<file path="config.mk">
export PLATFORM = sky130hd
export DESIGN_NAME = ldm_stm_seq
export DESIGN_NICKNAME = d
export VERILOG_FILES = /design/src/rtl/ldm_stm_seq_pkg.sv /design/src/rtl/ldm_stm_seq_prio_enc16.sv /design/src/rtl/ldm_stm_seq.sv
export SDC_FILE = /design/constraint.sdc
export NUM_CORES = 1
export LEC_CHECK = 0
export ABC_AREA = 1
export CELL_PAD_IN_SITES_DETAIL_PLACEMENT = 1
export CELL_PAD_IN_SITES_GLOBAL_PLACEMENT = 2
export CORE_MARGIN = 2
export CORE_UTILIZATION = 32
export CTS_CLUSTER_SIZE = 8
export DETAILED_ROUTE_END_ITERATION = 8
export GPL_TIMING_DRIVEN = 0
export PLACE_DENSITY_LB_ADDON = 0.1
export SYNTH_ARGS = -nofsm -noshare
export SYNTH_HDL_FRONTEND = slang
export SYNTH_HIERARCHICAL = 1
export SYNTH_SLANG_ARGS = --single-unit
</file>
<file path="constraint.sdc">
create_clock -name clk -period 4.4 [get_ports clk]
set_input_delay 0.66 -clock clk [delete_from_list [all_inputs] [get_ports clk]]
set_output_delay 0.66 -clock clk [all_outputs]
set_load 0.1 [all_outputs]
</file>
<file path="src/rtl/ldm_stm_seq_pkg.sv">
// Shared definitions for the LDM/STM micro-sequencer.
// Contents: default widths, {P,U} addressing-mode encoding, FSM state
// encoding and the PC register index.
package ldm_stm_seq_pkg;

    localparam int unsigned NREG_DEF = 16;
    localparam int unsigned AW_DEF   = 32;
    localparam int unsigned RIDX_W   = 4;

    // Addressing mode is the concatenation {P,U}
    typedef enum logic [1:0] {
        MODE_DA = 2'b00,
        MODE_IA = 2'b01,
        MODE_DB = 2'b10,
        MODE_IB = 2'b11
    } amode_e;

    typedef enum logic {
        S_IDLE = 1'b0,
        S_XFER = 1'b1
    } state_e;

    localparam logic [RIDX_W-1:0] PC_IDX = 4'd15;

endpackage

</file>
<file path="src/rtl/ldm_stm_seq_prio_enc16.sv">
// prio_enc16: lowest-set-bit priority encoder for a 16-bit register mask.
// Ports:
//   mask - register mask
//   idx  - index of the lowest set bit (0 when mask is empty)
//   one  - exactly one bit of mask is set
module ldm_stm_seq_prio_enc16
    import ldm_stm_seq_pkg::*;
(
    input  logic [15:0]       mask,
    output logic [RIDX_W-1:0] idx,
    output logic              one
);

    // Scan from the top so the lowest set bit is the last one written
    always_comb begin : lsb_scan
        idx = '0;
        for (int i = 15; i >= 0; i--) begin
            if (mask[i]) begin
                idx = RIDX_W'(i);
            end
        end
    end

    // Clearing the lowest bit leaves zero only for a single-bit mask
    assign one = (mask != 16'd0) && ((mask & (mask - 16'd1)) == 16'd0);

endmodule

</file>
<file path="src/rtl/ldm_stm_seq.sv">
// ldm_stm_seq: decode-stage micro-sequencer expanding one LDM/STM into one
// transfer micro-op per listed register, plus base-register writeback.
// Ports:
//   clk, reset (async, active-low)
//   start/is_load/pre/up/wback/reglist/base_rn/base_val - decoded instruction
//   stall        - downstream not ready; freezes all state and outputs
//   start_ready  - instruction accepted this cycle (combinational on stall)
//   busy         - instruction in progress, front end must stall
//   uop_*        - registered transfer micro-op (reg, addr, load, last, pc)
//   wb_we/wa/wd  - base writeback onto regfile port 1
module ldm_stm_seq
    import ldm_stm_seq_pkg::*;
#(
    parameter int unsigned NREG = NREG_DEF,
    parameter int unsigned AW   = AW_DEF
) (
    input  logic              clk,
    input  logic              reset,
    input  logic              start,
    input  logic              is_load,
    input  logic              pre,
    input  logic              up,
    input  logic              wback,
    input  logic [NREG-1:0]   reglist,
    input  logic [RIDX_W-1:0] base_rn,
    input  logic [AW-1:0]     base_val,
    input  logic              stall,
    output logic              start_ready,
    output logic              busy,
    output logic              uop_valid,
    output logic [RIDX_W-1:0] uop_reg,
    output logic [AW-1:0]     uop_addr,
    output logic              uop_load,
    output logic              uop_last,
    output logic              uop_pc,
    output logic              wb_we,
    output logic [RIDX_W-1:0] wb_wa,
    output logic [AW-1:0]     wb_wd
);

    localparam int unsigned CNT_W = $clog2(NREG + 1);

    state_e              state_q, state_d;
    logic [NREG-1:0]     list_q, list_d;
    logic [AW-1:0]       addr_q, addr_d;
    logic [AW-1:0]       nb_q, nb_d;
    logic                load_q, load_d;
    logic [RIDX_W-1:0]   rn_q, rn_d;
    logic                wback_q, wback_d;
    logic                inlist_q, inlist_d;

    logic                busy_d, uop_valid_d, uop_load_d, uop_last_d, uop_pc_d, wb_we_d;
    logic [RIDX_W-1:0]   uop_reg_d, wb_wa_d;
    logic [AW-1:0]       uop_addr_d, wb_wd_d;

    logic [CNT_W-1:0]    cnt;
    logic [AW-1:0]       four_n, a0_raw, a0, new_base;
    logic [AW-1:0]       cur_addr;
    logic [NREG-1:0]     src_list;
    logic [RIDX_W-1:0]   enc_idx;
    logic                enc_one;
    logic                accept, emit;

    assign start_ready = (state_q == S_IDLE) && !stall;
    assign accept      = start_ready && start;

    // Transfer count, first (lowest) address and updated base for a new instruction
    always_comb begin : addr_calc
        cnt = '0;
        for (int i = 0; i < NREG; i++) begin
            cnt = cnt + CNT_W'(reglist[i]);
        end
        four_n = AW'(cnt) << 2;
        case (amode_e'({pre, up}))
            MODE_IA: a0_raw = base_val;
            MODE_IB: a0_raw = base_val + AW'(4);
            MODE_DA: a0_raw = base_val - four_n + AW'(4);
            default: a0_raw = base_val - four_n;
        endcase
        a0       = a0_raw & ~AW'(3);
        new_base = up ? (base_val + four_n) : (base_val - four_n);
    end

    // In IDLE the first micro-op comes straight from the incoming instruction
    assign src_list = (state_q == S_IDLE) ? reglist : list_q;
    assign cur_addr = (state_q == S_IDLE) ? a0 : addr_q;

    ldm_stm_seq_prio_enc16 u_enc (
        .mask (16'(src_list)),
        .idx  (enc_idx),
        .one  (enc_one)
    );

    // Next-state and next-output logic; everything holds by default (stall)
    always_comb begin : next_state
        state_d     = state_q;
        list_d      = list_q;
        addr_d      = addr_q;
        nb_d        = nb_q;
        load_d      = load_q;
        rn_d        = rn_q;
        wback_d     = wback_q;
        inlist_d    = inlist_q;
        busy_d      = busy;
        uop_valid_d = uop_valid;
        uop_reg_d   = uop_reg;
        uop_addr_d  = uop_addr;
        uop_load_d  = uop_load;
        uop_last_d  = uop_last;
        uop_pc_d    = uop_pc;
        wb_we_d     = wb_we;
        wb_wa_d     = wb_wa;
        wb_wd_d     = wb_wd;
        emit        = 1'b0;

        case (state_q)
            S_IDLE: begin
                // An empty list is accepted but produces nothing
                if (accept && (reglist != '0)) begin
                    state_d  = S_XFER;
                    load_d   = is_load;
                    rn_d     = base_rn;
                    wback_d  = wback;
                    inlist_d = reglist[base_rn];
                    nb_d     = new_base;
                    emit     = 1'b1;
                end
            end
            S_XFER: begin
                if (!stall) begin
                    if (uop_last) begin
                        state_d     = S_IDLE;
                        busy_d      = 1'b0;
                        uop_valid_d = 1'b0;
                        uop_reg_d   = '0;
                        uop_addr_d  = '0;
                        uop_load_d  = 1'b0;
                        uop_last_d  = 1'b0;
                        uop_pc_d    = 1'b0;
                        wb_we_d     = 1'b0;
                        wb_wa_d     = '0;
                        wb_wd_d     = '0;
                    end else begin
                        emit = 1'b1;
                    end
                end
            end
            default: state_d = S_IDLE;
        endcase

        // Present the lowest remaining register at the next address
        if (emit) begin
            busy_d      = 1'b1;
            uop_valid_d = 1'b1;
            uop_reg_d   = enc_idx;
            uop_addr_d  = cur_addr;
            uop_load_d  = load_d;
            uop_last_d  = enc_one;
            uop_pc_d    = load_d && (enc_idx == PC_IDX);
            // A load of the base register takes precedence over writeback
            wb_we_d     = enc_one && wback_d && !(load_d && inlist_d);
            wb_wa_d     = wb_we_d ? rn_d : '0;
            wb_wd_d     = wb_we_d ? nb_d : '0;
            list_d      = src_list & ~(NREG'(1) << enc_idx);
            addr_d      = cur_addr + AW'(4);
        end
    end

    // State and registered outputs
    always_ff @(posedge clk or negedge reset) begin : regs
        if (!reset) begin
            state_q   <= S_IDLE;
            list_q    <= '0;
            addr_q    <= '0;
            nb_q      <= '0;
            load_q    <= 1'b0;
            rn_q      <= '0;
            wback_q   <= 1'b0;
            inlist_q  <= 1'b0;
            busy      <= 1'b0;
            uop_valid <= 1'b0;
            uop_reg   <= '0;
            uop_addr  <= '0;
            uop_load  <= 1'b0;
            uop_last  <= 1'b0;
            uop_pc    <= 1'b0;
            wb_we     <= 1'b0;
            wb_wa     <= '0;
            wb_wd     <= '0;
        end else begin
            state_q   <= state_d;
            list_q    <= list_d;
            addr_q    <= addr_d;
            nb_q      <= nb_d;
            load_q    <= load_d;
            rn_q      <= rn_d;
            wback_q   <= wback_d;
            inlist_q  <= inlist_d;
            busy      <= busy_d;
            uop_valid <= uop_valid_d;
            uop_reg   <= uop_reg_d;
            uop_addr  <= uop_addr_d;
            uop_load  <= uop_load_d;
            uop_last  <= uop_last_d;
            uop_pc    <= uop_pc_d;
            wb_we     <= wb_we_d;
            wb_wa     <= wb_wa_d;
            wb_wd     <= wb_wd_d;
        end
    end

endmodule

</file>
### After elaboration in Yosys (flattened, before gate mapping)

Index checks and enable logic that the tools add are counted.
Widths: inputs -> output; s select.

* register bits after elaboration: 165
* input bits: 60
* output and inout bits: 79
* logic and storage cells: 126

* add/sub/neg operators: 21
* $lt $le $gt $ge: 1
* equality and inequality tests: 4
* shifts and indexed selects: 1
* mux-type cells: 60
* bitwise logic cells: 4
* reduce and logical (&&, ||, !) cells: 18

Operator list (count)
* $mux 32: 10
* $add 32x3->32 const B: 3
* $mux 4: 24
* $pmux 32 s3: 1
* $add 5x1->5: 11
* $add 32x7->32: 1
* $and 16x16->16: 2
* $reduce_bool 16->1: 2
* $sub 32x7->32: 1
* $mux 1: 21
* $logic_not 16->1: 1
* $mux 16: 1
* $not 16->16: 1
* $shl 1x4->16 const A: 1
* $sub 16x1->16 const B: 1
* $logic_and 1x1->1: 8
* $add 4x1->5: 1
* $lt 4x5->1 const B: 1
* $add 3x1->4: 1
* $bmux 1 s4: 1
* $eq 4x4->1 const B: 1
* $pmux 1 s2: 2
* $reduce_bool 2->1: 2
* $add 2x1->3: 1
* 9 further kinds: 10

### Depth between registers and ports, before layout

Gate-level depths: netlist (run 1).

* depth after elaboration: 21
* gate-level depth with buffers: 41
* mapped depth without buffers: 41

### Modules after synthesis

Netlist (run 1), hierarchy kept.

Modules (own cells, without submodules)
* ldm_stm_seq: instances 1, cells an instance 1893, area each 12731.0 um^2, sequential area each 4129.0 um^2
* ldm_stm_seq_prio_enc16: instances 1, cells an instance 81, area each 406.6 um^2, sequential area each 0.0 um^2

### Least setup slack after synthesis (run 1)

No wires, ideal clock.

* path kind: input-to-reg
* from: input port reglist[0]
* to: register addr_q[26]
* arrival time: 6.062 ns
* data required time: 4.279 ns
* path slack: -1.783 ns
* stages: 31
* cell sequence: inv_1 -> fa_1 -> fa_1 -> fa_1 -> fa_1 -> inv_1 -> ha_1 -> fa_1 -> fa_1 -> inv_1 -> nand2_1 -> nand2_1 -> ha_1 -> nand2_1 -> o211ai_1 -> a22oi_1 -> inv_1 -> ha_1 -> nand3_1 -> nor2_1 -> nand2_1 -> nor2_1 -> nand2_1 -> nor2_2 -> nand2_4 -> nor2_8 -> nand2_4 -> nor2_4 -> nand2_1 -> a21boi_1 -> nand2_1

* longest elaborated chain between the ends: 20
* elaborated cells on any way between the ends: 24
* classes of those cells: add/sub: 18; mux: 4; reduce/logical: 2

RTL lines
* start, declared: RTL line ldm_stm_seq.sv:24 `input logic [NREG-1:0] reglist,`
* $add 1x1->2: RTL line ldm_stm_seq.sv:71 `cnt = cnt + CNT_W'(reglist[i]);`
* $add 2x1->3: RTL line ldm_stm_seq.sv:71
* $add 3x1->4: RTL line ldm_stm_seq.sv:71
* $add 4x1->5: RTL line ldm_stm_seq.sv:71
* $add 5x1->5 (11 in series): RTL line ldm_stm_seq.sv:71
* $sub 32x7->32: RTL line ldm_stm_seq.sv:77, ldm_stm_seq.sv:78
* $add 32x3->32: RTL line ldm_stm_seq.sv:77 `MODE_DA: a0_raw = base_val - four_n + AW'(4);`
* $pmux 32 s3: RTL line ldm_stm_seq.sv:74 `case (amode_e'({pre, up}))`
* $mux 32: RTL line ldm_stm_seq.sv:86 `assign cur_addr = (state_q == S_IDLE) ? a0 : addr_q;`
* $add 32x3->32: RTL line ldm_stm_seq.sv:165 `addr_d = cur_addr + AW'(4);`
* end signal, assigned: RTL line ldm_stm_seq.sv:193 `addr_q <= addr_d;`
* end, declared: RTL line ldm_stm_seq.sv:45 `logic [AW-1:0] addr_q, addr_d;`

Several ways; a longest one is shown, not always the timed one.
A chain may end at the register's enable or synchronous reset.

### Worst setup path in the final report (run 1)

* from: input port reglist[3]
* to: register addr_q[24]

* longest elaborated chain between the ends: 18
* elaborated cells on any way between the ends: 22
* classes of those cells: add/sub: 16; mux: 4; reduce/logical: 2

RTL lines (RTL line)
* $add 3x1->4: ldm_stm_seq.sv:71
* $add 4x1->5: ldm_stm_seq.sv:71
* $add 5x1->5 (11 in series): ldm_stm_seq.sv:71
* $sub 32x7->32: ldm_stm_seq.sv:77, ldm_stm_seq.sv:78
* $add 32x3->32: ldm_stm_seq.sv:77
* $pmux 32 s3: ldm_stm_seq.sv:74
* $mux 32: ldm_stm_seq.sv:86
* $add 32x3->32: ldm_stm_seq.sv:165

Several ways; a longest one is shown, not always the timed one.

==> results of run 1 <==
[where the power goes]
group | internal, W | total [W] | switching, W
logic | 0.00336 | 0.00915 | 0.00580
clock network | 0.000959 | 0.00162 | 0.000665
registers | 0.00203 | 0.00230 | 0.000268
[per-stage QoR]
step	hold WS, ns	std cells
floorplan	0.364	1974
global placement	0.462	2630
detailed placement	0.461	2631
CTS	0.132	2819
global route	0.144	2857
finish	0.115	2857
[worst max-delay path, delay by kind of cell]
kind / cells / cell delay [ns]
AO/OA/AOI/OAI: 3 / 0.50
adder cells (fa/ha/maj): 9 / 3.72
buffers and inverters: 6 / 0.53
AND/OR/NAND/NOR: 14 / 1.31
[how the worst max path moves through the flow]
stage,startpoint,end,slack [ns],cells past startpoint
6_report,reglist[3],addr_q[24],-2.00,32
5_1_grt,reglist[15],addr_q[30],-2.26,37
4_1_cts,reglist[7],addr_q[26],-1.84,32
3_5_place_dp,reglist[15],addr_q[31],-3.50,34
3_3_place_gp,reset,list_q[7],-4.57,1
2_1_floorplan,reglist[15],addr_q[27],-1.62,31
[cells in the final DEF (no fill, tap or decap), drive strengths merged, types with 2 or more instances in the layout]
| master | synthesis | final |
|---|---|---|
| ha | 23 | 23 |
| xor2 | 19 | 19 |
| a21o | 2 | 2 |
| nor2 | 187 | 187 |
| nor4 | 6 | 6 |
| buf | 28 | 236 |
| nor3 | 14 | 14 |
| o21bai | 2 | 2 |
| nand2 | 705 | 705 |
| or2 | 6 | 6 |
| clkinv | 5 | 8 |
| clkdlybuf4s50 | 0 | 113 |
| and2 | 4 | 4 |
| xnor2 | 3 | 3 |
| a31oi | 9 | 9 |
| a21oi | 91 | 91 |
| o211ai | 5 | 5 |
| a22o | 45 | 45 |
| bufinv | 0 | 3 |
| nor3b | 2 | 2 |
| fa | 12 | 12 |
| nand3b | 3 | 3 |
| a21boi | 3 | 3 |
| clkbuf | 62 | 82 |
| dfrtp | 165 | 165 |
| inv | 200 | 202 |
| o31ai | 5 | 5 |
| nand4 | 29 | 29 |
| nand3 | 186 | 186 |
| o21a | 2 | 2 |
| o21ai | 144 | 144 |
[routing by layer]
| layer | wire length, µm | share of wire | global-route usage |
|---|---|---|---|
| met1 | 27400 | 0.45 | 0.374 |
| met2 | 28900 | 0.47 | 0.482 |
| met3 | 2640 | 0.043 | 0.0465 |
| met4 | 2250 | 0.037 | 0.0908 |
| met5 | 0 | 0 | 0 |
[area by class of cell]
cell class                      instances  area (µm²)
Fill cell                            5027       21100
Buffer                                 88         388
Inverter                              205         816
Clock inverter                          9         141
Sequential cell                       165        4130
Multi-Input combinational cell       1514        9900
Clock buffer                           22         484
Tap cell                              532         666
Timing Repair Buffer                  322        3050
[kinds of logic (layout without fill, tap and decap cells)]
group                    count (synthesis)  in the layout  synth area share
AO/OA/AOI/OAI                          314            314             0.142
adder cells (fa/ha/maj)                 35             35            0.0402
AND/OR/NAND/NOR                       1142           1142             0.401
flip-flops                             165            165             0.314
XOR/XNOR                                22             22            0.0147
multiplexers                             1              1          0.000857
buffers and inverters                  295            646            0.0877
[timing repair]
| item | 4_1_cts | 5_1_grt |
|---|---|---|
| pin swaps | 194 | 109 |
| setup endpoints to repair | 149 | 140 |
| gates cloned | 1 | 0 |
| gates resized for setup | 464 | 137 |
| buffers inserted | 180 | 47 |
| endpoints found under the hold margin | 0 | 0 |
| hold buffers | 0 | 0 |
==> metrics.cfg, run 1 <==
[sta]
setup_ws_ns=-2.00
rsz0062_at_grt=true
report.final.slew_viol_count=0
finClkSkew_ns=0.0115
setup_viol=116
relSlewSlack=0.339
fin_crit_ns=6.40
finalHoldViolCount=0
tightest_slew_ns=0.989
fin_crit_sh=1.45
finalSetupTns_ns=-159.88
max_clock_freq_mhz=156

[floorplan]
die_h_um=207
row_count=74
fp.dieW_um=207
die_area_mm2=0.0427
ios=139
core_area_mm2=0.0406
start_util=0.323

[yosys]
synth_top_area_frac=0.314
ys_top_cells_by_area=dfrtp_1 31%, nand2_1 18%, nand3_1 6.5%, inv_1 5.2%, o21ai_0 5.0%
synth_ff_type=dfrtp_1
ys_types=54
synth_top_cell_by_area=dfrtp_1
synth_edf_count=0
synth_nets=2069
synth_cells=1974
synth_seq_area_share=0.314
synth.most_common_cell=nand2_1
synth_common_cells=643 x nand2_1, 181 x inv_1, 171 x nand3_1
syn_avg_cell_area_um2=6.66
async_reset_ff_frac=1.00
ys.warnings.count=6
ys_seq_elements=165
syn-cell-area_mm2=0.0131

[clock_tree]
cts_max_level=4
cts_max_path_buffers=2
clk_pin_slew_ns=0.07
clock_latency_ns=0.43
cts_root_buf=clkbuf_16
cts_tree=done
numCtsBuffers=17
clkSinkCount=165

[worst_setup_path]
r2r_start=state_q
critPathLaunchType=input port
r2r-end=wb_wd[20]
ff2ff_path_depth=17
worst_ep_arrival_time_ns=6.74
cpPeakStageDelay_ns=0.59
crit_slowest_cell=fa_2
end_kind=register
path_max_fanout=5
critical_path_class=in -> reg
rrSetupSlack_ns=0.06
cp.required_ns=4.74

[placement]
placed_cell_area_mm2=0.0153
portBuffers=124
gp_congestion=0.821
place.detailed.hpwl_um=45200
dp_slack_ns=-3.50

[global_route]
antenna_found_initial=0
grt_pass1_vias=15700
grt_use_total=0.286
overflow=0
grt_pass1_wl_um=91800
grt_max_degree=117

[final_layout]
n_antenna_cell=0
area_delta_synth_final_pct=49.0
fin_nets=2408
drive_above_1_share=0.345
fin_util=0.481
final_cell_area_mm2=0.0196

[drt]
wirelength_um=61100
postRouteAntennaNets=0
wire_per_inst_um=21.4
initialDrtViolationCount=690
drc=0
dr.pass1.iters=5
viasPerCell=5.23
vias=14900

[pwr]
power.leakage_nw=9.06
p_total_w=0.0131
ir_worst_vdd_uv=693
cellPowerDensity_mw_per_mm2=668

[hold_path]
min_path_type=in -> async

[run_status]
status=finished with violations
failed_checks=negative setup slack

[run]
maxCapViolations=0

Note: power is estimated with default switching activity, not from simulation.
==> run 2: changes to the inputs <==
Settings changed: MAX_ROUTING_LAYER set to met4.
==> run 2 against run 1 <==
Effect of this change:
- the flow still finishes with violations (negative setup slack)
- clock power fell by 7%
- routed wire length increased by 1.8%
- combinational power is 2% higher
- sequential cell count did not move
- power rose by 0.47%
- non-clock buffer count rose by 15
- clock skew hardly changed
- largest power group unchanged
==> metrics.cfg, run 2 (synthesis results as in run 1) <==
[final_layout]
mostFrequentLayoutCells=483 x nand2_1, 164 x dfrtp_1, 149 x buf_4, 148 x inv_1, 128 x nand2_2  ; was 488 x nand2_1, 164 x dfrtp_1, 149 x inv_1, 141 x nand2_2, 137 x buf_4
drive_above_1_share=0.351  ; was 0.345
fin_nets=2423  ; was 2408
fillers=5039  ; was 5027
layout_commonest_cell=nand2_1  ; unchanged
seqCellArea_mm2=0.00413  ; unchanged
fin_cells=2873  ; was 2857
area_delta_synth_final_pct=50.8  ; was 49.0%
multi_input_area_mm2=0.0101  ; was 0.00990 mm²

[clock_tree]
cts_root_buf=clkbuf_16  ; unchanged
clk_pin_slew_ns=0.07  ; about the same
cts_max_level=4  ; unchanged
holdBufCountCts=0  ; unchanged
clkSinkCount=165  ; unchanged
cts_tree=done  ; unchanged
clock_latency_ns=0.44  ; was 0.43 ns
cts_max_path_buffers=2  ; unchanged
numCtsBuffers=17  ; unchanged

[floorplan]
fp.dieW_um=207  ; unchanged
row_count=74  ; unchanged
die_h_um=207  ; unchanged
start_util=0.323  ; unchanged
ios=139  ; unchanged
die_area_mm2=0.0427  ; unchanged
core_area_mm2=0.0406  ; unchanged

[placement]
gp_congestion=0.838  ; was 0.821
dp_slack_ns=-3.45  ; was -3.50 ns
place.detailed.hpwl_um=45400  ; was 45200 µm
portBuffers=124  ; unchanged
placed_cells=2631  ; unchanged

[hold_path]
min_path_type=in -> async  ; unchanged

[sta]
setup_ws_ns=-1.97  ; was -2.00 ns
setup_viol=116  ; unchanged
relSlewSlack=0.331  ; was 0.339
fin_crit_sh=1.45  ; about the same
tightest_slew_ns=1.00  ; was 0.989 ns
max_clock_freq_mhz=157  ; was 156 MHz
finalHoldViolCount=0  ; unchanged
finClkSkew_ns=0.0114  ; was 0.0115 ns
rsz0062_at_grt=true  ; unchanged
fin_crit_ns=6.37  ; was 6.40 ns
fin_hold_ws_ns=0.129  ; was 0.115 ns
report.final.slew_viol_count=0  ; unchanged

[run]
maxCapViolations=0  ; unchanged

[drt]
postRouteAntennaNets=0  ; unchanged
wirelength_um=62300  ; was 61100 µm
initialDrtViolationCount=666  ; was 690
dr.pass1.iters=5  ; unchanged
viasPerCell=5.24  ; was 5.23
drc=0  ; unchanged
wire_per_inst_um=21.7  ; was 21.4 µm
vias=15100  ; was 14900

[pwr]
cellPowerDensity_mw_per_mm2=663  ; was 668 mW/mm²
p_total_w=0.0131  ; about the same
ir_worst_vdd_uv=922  ; was 693 µV
power.leakage_nw=9.18  ; was 9.06 nW

[worst_setup_path]
cpPeakStageDelay_ns=0.59  ; about the same
critical_path_class=in -> reg  ; unchanged
path_max_fanout=4  ; was 5
crit_slowest_cell=fa_2  ; unchanged
critPathLaunchType=input port  ; unchanged
worst_ep_arrival_time_ns=6.69  ; was 6.74 ns
cp.required_ns=4.72  ; was 4.74 ns
end_kind=register  ; unchanged

[global_route]
grt_pass1_vias=15600  ; was 15700
overflow=0  ; unchanged
grt_pass1_wl_um=92100  ; was 91800 µm
antenna_found_initial=0  ; unchanged
grt_use_total=0.296  ; was 0.286
grt_max_degree=110  ; was 117

[run_status]
failed_checks=negative setup slack  ; unchanged
status=finished with violations  ; unchanged

==> run 2: changes by cell type in the layout (fill, tap and decap cells not counted), moves of 3 or more <==
cell | previous run | this run
nor2_1 | 88 | 92
buf_4 | 137 | 149
clkbuf_8 | 4 | 0
nand3_2 | 67 | 63
a21oi_1 | 75 | 72
nand2_4 | 76 | 94
o21ai_1 | 35 | 38
nand2_1 | 488 | 483
nor2_2 | 33 | 28
nand2_2 | 141 | 128
a21oi_2 | 9 | 12
nand3_4 | 20 | 26
buf_6 | 67 | 73
==> run 2: critical path, delay by kind of cell <==
kind | cells | cell delay, ns
fa+ha+maj | 7 | 3.10
simple gates | 17 | 1.82
buf+inv | 4 | 0.70
compound gates | 2 | 0.37
==> run 2: area by class of cell <==
class	instances	share of cell area
Multi-Input combinational cell	1514	0.508
Sequential cell	165	0.208
Timing Repair Buffer	337	0.160
Inverter	205	0.0416
Tap cell	532	0.0336
Clock buffer	20	0.0220
Buffer	88	0.0197
Clock inverter	11	0.00644
Antenna cell	1	0.000126
==> run 2: repair_timing <==
action	CTS	global route
pin swaps	169	169
setup buffers	157	67
endpoints found under the setup margin	149	137
cloned	1	0
resized for setup	431	218
==> run 2: final timing paths <==
path	cells past startpoint	end	from	slack (ns)
worst max-delay path	30	addr_q[31]	reglist[14]	-1.97
worst min-delay path	1	nb_q[29]	reset	0.13
worst max register to register	17	wb_wd[22]	state_q	0.01
worst min register to register	2	uop_addr[27]	uop_addr[27]	0.47
max in group asynchronous	2	state_q	reset	3.30
min in group clk	2	uop_addr[27]	uop_addr[27]	0.47
==> run 2: through the flow <==
stage	area, µm²	TNS, ns	utilization
after floorplan	13400	-109.37	-
after global placement	15300	-1069.89	0.377
after detailed placement	15300	-325.96	0.378
after CTS	18500	-145.79	0.455
after global routing	19800	-178.73	0.487
final	19800	-154.68	0.487
==> run 2: routing by layer <==
layer / share of wire / wire length, µm / global-route usage / up-vias
li1: - / - / - / 7094
met2: 0.49 / 30600 / 0.489 / 306
met4: 0.022 / 1360 / 0.0842 / 0
met1: 0.46 / 28600 / 0.380 / 7588
met3: 0.028 / 1760 / 0.0377 / 65
met5: 0 / 0 / - / -
==> run 2: where the power goes <==
group	total, W	internal [W]	switching [W]	leakage, nW
Sequential	0.00230	0.00203	0.000272	2.12
Combinational	0.00933	0.00345	0.00588	6.79
Clock	0.00150	0.000836	0.000664	0.267
